## src/rtl/pong_pkg.sv

```systemverilog
// Shared types and constants for the pong game-control slice.
package pong_pkg;

    localparam int unsigned PIX_W      = 10;
    localparam int unsigned TIMER_W    = 7;
    localparam int unsigned BALLS_W    = 2;
    localparam int unsigned BTN_W      = 2;
    localparam int unsigned DIG_W      = 4;

    localparam int unsigned MAX_X      = 640;
    localparam int unsigned MAX_Y      = 480;
    localparam int unsigned REFR_Y_DEF = 481;

    typedef enum logic [1:0] {
        NEWGAME = 2'd0,
        PLAY    = 2'd1,
        NEWBALL = 2'd2,
        OVER    = 2'd3
    } state_e;

endpackage

```

## src/rtl/pong_bcd2.sv

```systemverilog
// Two-digit BCD counter, clear has priority over increment, wraps 99 -> 00.
module pong_bcd2
    import pong_pkg::*;
(
    input  logic             clk,
    input  logic             reset,
    input  logic             clr_i,
    input  logic             inc_i,
    output logic [DIG_W-1:0] dig1_o,
    output logic [DIG_W-1:0] dig0_o
);

    logic [DIG_W-1:0] dig1_q, dig1_d;
    logic [DIG_W-1:0] dig0_q, dig0_d;

    // Next-count: units roll into tens, tens roll silently to zero.
    always_comb begin
        dig1_d = dig1_q;
        dig0_d = dig0_q;
        if (clr_i) begin
            dig1_d = '0;
            dig0_d = '0;
        end else if (inc_i) begin
            if (dig0_q == DIG_W'(9)) begin
                dig0_d = '0;
                dig1_d = (dig1_q == DIG_W'(9)) ? '0 : dig1_q + DIG_W'(1);
            end else begin
                dig0_d = dig0_q + DIG_W'(1);
            end
        end
    end

    // Digit registers.
    always_ff @(posedge clk or posedge reset) begin
        if (reset) begin
            dig1_q <= '0;
            dig0_q <= '0;
        end else begin
            dig1_q <= dig1_d;
            dig0_q <= dig0_d;
        end
    end

    assign dig1_o = dig1_q;
    assign dig0_o = dig0_q;

endmodule

```

## src/rtl/pong_ctrl.sv

```systemverilog
// Pong game-control FSM: score, spare balls, post-miss hold timer, overlay flags.
module pong_ctrl
    import pong_pkg::*;
#(
    parameter int unsigned BALLS      = 3,
    parameter int unsigned HOLD_TICKS = 127,
    parameter int unsigned REFR_Y     = REFR_Y_DEF
) (
    input  logic               clk,
    input  logic               reset,
    input  logic [BTN_W-1:0]   btn,
    input  logic [PIX_W-1:0]   pix_x,
    input  logic [PIX_W-1:0]   pix_y,
    input  logic               hit,
    input  logic               miss,
    output logic               gra_still,
    output logic               show_title,
    output logic               show_over,
    output logic [BALLS_W-1:0] balls_left,
    output logic [DIG_W-1:0]   dig1,
    output logic [DIG_W-1:0]   dig0
);

    localparam logic [BALLS_W-1:0] BALLS_INIT = BALLS_W'(BALLS - 1);
    localparam logic [TIMER_W-1:0] HOLD_INIT  = TIMER_W'(HOLD_TICKS);

    state_e               state_q, state_d;
    logic [TIMER_W-1:0]   timer_q, timer_d;
    logic [BALLS_W-1:0]   balls_q, balls_d;
    logic                 hit_q;
    logic                 score_clr, score_inc;
    logic                 refr, timer_done, hit_rise, btn_any;

    assign refr       = (pix_y == PIX_W'(REFR_Y)) && (pix_x == '0);
    assign timer_done = (timer_q == '0);
    assign hit_rise   = hit & ~hit_q;
    assign btn_any    = (btn != '0);

    // Next state, timer reload/countdown, ball count and score controls.
    always_comb begin
        state_d   = state_q;
        timer_d   = timer_q;
        balls_d   = balls_q;
        score_clr = 1'b0;
        score_inc = 1'b0;
        if (refr && !timer_done) begin
            timer_d = timer_q - TIMER_W'(1);
        end
        case (state_q)
            NEWGAME: begin
                if (btn_any) begin
                    state_d   = PLAY;
                    score_clr = 1'b1;
                    balls_d   = BALLS_INIT;
                end
            end
            PLAY: begin
                // A miss beats a simultaneous hit edge.
                if (miss) begin
                    timer_d = HOLD_INIT;
                    if (balls_q == '0) begin
                        state_d = OVER;
                    end else begin
                        state_d = NEWBALL;
                        balls_d = balls_q - BALLS_W'(1);
                    end
                end else if (hit_rise) begin
                    score_inc = 1'b1;
                end
            end
            NEWBALL: begin
                if (timer_done && btn_any) begin
                    state_d = PLAY;
                end
            end
            OVER: begin
                if (timer_done) begin
                    state_d = NEWGAME;
                end
            end
            default: state_d = NEWGAME;
        endcase
    end

    // State, timer, ball count and hit history registers.
    always_ff @(posedge clk or posedge reset) begin
        if (reset) begin
            state_q <= NEWGAME;
            timer_q <= '0;
            balls_q <= BALLS_INIT;
            hit_q   <= 1'b0;
        end else begin
            state_q <= state_d;
            timer_q <= timer_d;
            balls_q <= balls_d;
            hit_q   <= hit;
        end
    end

    pong_bcd2 u_score (
        .clk    (clk),
        .reset  (reset),
        .clr_i  (score_clr),
        .inc_i  (score_inc),
        .dig1_o (dig1),
        .dig0_o (dig0)
    );

    assign gra_still  = (state_q != PLAY);
    assign show_title = (state_q == NEWGAME);
    assign show_over  = (state_q == OVER);
    assign balls_left = balls_q;

endmodule

```

## config.mk

```make
export PLATFORM = sky130hd
export DESIGN_NAME = pong_ctrl
export DESIGN_NICKNAME = d
export VERILOG_FILES = /design/src/rtl/pong_pkg.sv /design/src/rtl/pong_bcd2.sv /design/src/rtl/pong_ctrl.sv
export SDC_FILE = /design/constraint.sdc
export NUM_CORES = 1
export LEC_CHECK = 0
export CAP_MARGIN = 30
export CORE_UTILIZATION = 46
export CTS_BUF_LIST = sky130_fd_sc_hd__clkbuf_16
export CTS_CLUSTER_SIZE = 10
export DETAILED_ROUTE_END_ITERATION = 8
export PLACE_DENSITY_LB_ADDON = 0.15
export SLEW_MARGIN = 20
export SYNTH_ARGS = -nofsm -noshare
export SYNTH_HDL_FRONTEND = slang
export SYNTH_SLANG_ARGS = --single-unit
```

## constraint.sdc

```tcl
create_clock -name clk -period 2.35 [get_ports clk]
set_input_delay 0.47 -clock clk [delete_from_list [all_inputs] [get_ports clk]]
set_output_delay 0.47 -clock clk [all_outputs]
set_load 0.1 [all_outputs]
```

==> flow_metrics.tcl <==
set metrics [dict create \
    outcome "completed" \
    portBuffers 38 \
    grt_overflow 0 \
    grtUsageTotal_pct 23.0 \
    core_region_area_mm2 0.00252 \
    synth.distinct_cells 40 \
    drive_gt1_share_pct 16.2 \
    synthCells 141 \
    syn_area_mm2 0.00125 \
    antenna_found_initial 0 \
    cts-root-buf "clkbuf_16" \
    critPathLaunchType "primary input" \
    wirelength_um 2960 \
    path_clk_slew_ps 60 \
    synthTopCellsByCount "dfrtp_1 (19), inv_1 (14), nor2_1 (14), nand2_1 (9)" \
    synth_flop_cell "dfrtp_1" \
    rsz0062_at_grt "no" \
    fmax_mhz 487 \
    cts_buffer_depth 2 \
    die_w_um 54.1 \
    grt_pass1_wl_um 4780 \
    fin_nets 219 \
    cts_tree "done" \
    cts_resized 0 \
    htree_levels 1 \
    synthTopCellsByArea "dfrtp_1 (38%), ha_1 (7.0%), inv_1 (4.2%)" \
    ir_drop_mv 1.04 \
    avgSynthCellArea_um2 8.86 \
    power_density_mw_per_mm2 890 \
    slowest_stage "nor4b_1" \
    final_area_mm2 0.00175 \
    cts_setup_buffers 0 \
    first_pass_iters 4 \
    tightest_slew_ps 632 \
    async_flop_share_pct 100 \
    fin_crit_ps 2050 \
    critPathBufInv 1 \
    finalSetupTns_ps 0 \
    max_stage_delay_ps 480 \
    num_antenna_cells 0 \
    crit_fanout 3 \
    area_growth_syn_to_layout_pct 39.8 \
    clk_latency_ps 250 \
    relSlewSlack_pct 57.4 \
    utilization_pct 69.2 \
    drv_cap 0 \
    cellLeakagePower_uw 0.000772 \
    worstSetupPathType "in -> reg" \
    cts_made_buffers 3 \
    via_count 1200 \
    cts.sinks 20 \
    crit_family "compound AO/OA/AOI/OAI gates" \
    fin_skew_ps 3.58 \
    slew_violations 0 \
    synth_top_area_share_pct 38.1 \
    cts_hold_buf 0 \
    cp-end-kind "register" \
    wl_per_cell_um 13.8 \
    drt_iter0_markers 17 \
    grt_max_degree 21 \
    fp.dieH_um 54.1 \
    globalplace.congestion 0.853 \
    dp_hpwl_um 2260 \
    dpl_cell_area_mm2 0.00167 \
    netlist.top_cell.by_area "dfrtp_1" \
    ioPinCount 39 \
    required_ps 2500 \
    synth_fp_nets 174 \
    crit_path_cell_trace "clkdlybuf4s50_1, nor4b_1, o311ai_0, o31a_1, o21ai_0" \
    timing.hold.ws_ps 507 \
    synth-seq-area-share_pct 40.2 \
    critPathArrivalTime_ps 2210 \
    setup_viol 0 \
    drtAntennaViolNets 0 \
    viasPerCell 5.58 \
    die_area_mm2 0.00293 \
    synth-edff-count 0 \
    core.rowCount 18 \
    grt_pass1_vias 1156 \
    min_period_over_period_pct 87.4 \
    route.detailed.drc 0 \
    initial_core_util_pct 49.5 \
    yosysWarnings 0 \
    hp-class "reg -> reg" \
    synth.most_common_cell "dfrtp_1" \
    synth-seq-cells 20 \
    final-hold-violation-count 0 \
]
[cell type report]
| class | count | area, um^2 |
|---|---|---|
| Multi-Input combinational cell | 102 | 674 |
| Timing Repair Buffer | 45 | 400 |
| Inverter | 14 | 52.6 |
| Clock inverter | 1 | 3.75 |
| Clock buffer | 3 | 75.1 |
| Fill cell | 217 | 777 |
| Tap cell | 30 | 37.5 |
| Sequential cell | 20 | 502 |
[metrics by stage]
stage	power, uW	setup WS (ps)	std cells
3_5_place_dp	1210	29.8	211
2_1_floorplan	1020	29.6	141
5_1_grt	1640	131	215
6_report	1550	296	215
4_1_cts	1570	305	215
3_3_place_gp	1180	124	211
[worst paths after layout]
check / startpoint / endpoint / slack (ps) / cells after the start
max: pix_y[2] / timer_q[2] / 300 / 5
min: balls_left[1] / balls_left[1] / 510 / 2
max reg2reg: timer_q[2] / timer_q[3] / 340 / 4
min reg2reg: balls_left[1] / balls_left[1] / 510 / 2
max in group asynchronous: reset / balls_left[1] / 1530 / 3
min in group asynchronous: reset / u_score.dig0_o[2] / 540 / 3
[power by group]
part / total [uW] / internal (uW) / switching [uW]
Sequential: 521 / 419 / 102
Combinational: 676 / 202 / 474
Clock: 356 / 227 / 129
Total: 1550 / 848 / 705
[layer usage]
layer  GRT usage (%)  vias to the layer above  wire length (um)
met3            2.82                        5               194
met2            43.0                       36              1450
met1            25.6                      565              1270
met4            10.3                        0                46
li1                -                      594                 -
met5               0                        -                 0
[sequential cells by signal (all words and copies together), names as in the netlist]
| register | cells |
|---|---|
| u_score.dig1_o | 4 |
| u_score.dig0_o | 4 |
| hit_q | 1 |
| balls_left | 2 |
| timer_q | 7 |
| state_q | 2 |
[cells by family (layout without fill, tap and decap cells)]
group,count (synthesis),count (layout),share of synthesized area (%)
adder cells (fa/ha/maj),7,7,7.01
AND/OR/NAND/NOR,66,66,29.9
buffers and inverters,19,63,5.81
multiplexers,5,5,4.21
AO/OA/AOI/OAI,24,24,12.9
flip-flops,20,20,40.2
[tightest hold or removal path: stages (launching register included)]
cell and delay, ps:
dfstp_2 370, nor2_1 90, a31oi_1 40
[cells in the final DEF, fill, tap and decap left out, drive strengths merged, types with 2 or more instances in the layout]
cell	netlist	layout
or3	4	4
a31oi	2	2
mux2i	3	3
or4	2	2
dfrtp	19	19
nand3	7	7
and2	2	2
clkdlybuf4s50	0	25
nand2	9	9
nor3	5	5
a211oi	2	2
ha	7	7
and3	2	2
nand2b	4	4
o21ai	7	7
mux2	2	2
nor2	14	14
nand4	4	4
nor4	3	3
nor4b	5	5
a21oi	5	5
inv	14	14
clkbuf	4	3
buf	1	20
nor2b	2	2
Power figures use the tool's default switching activity.
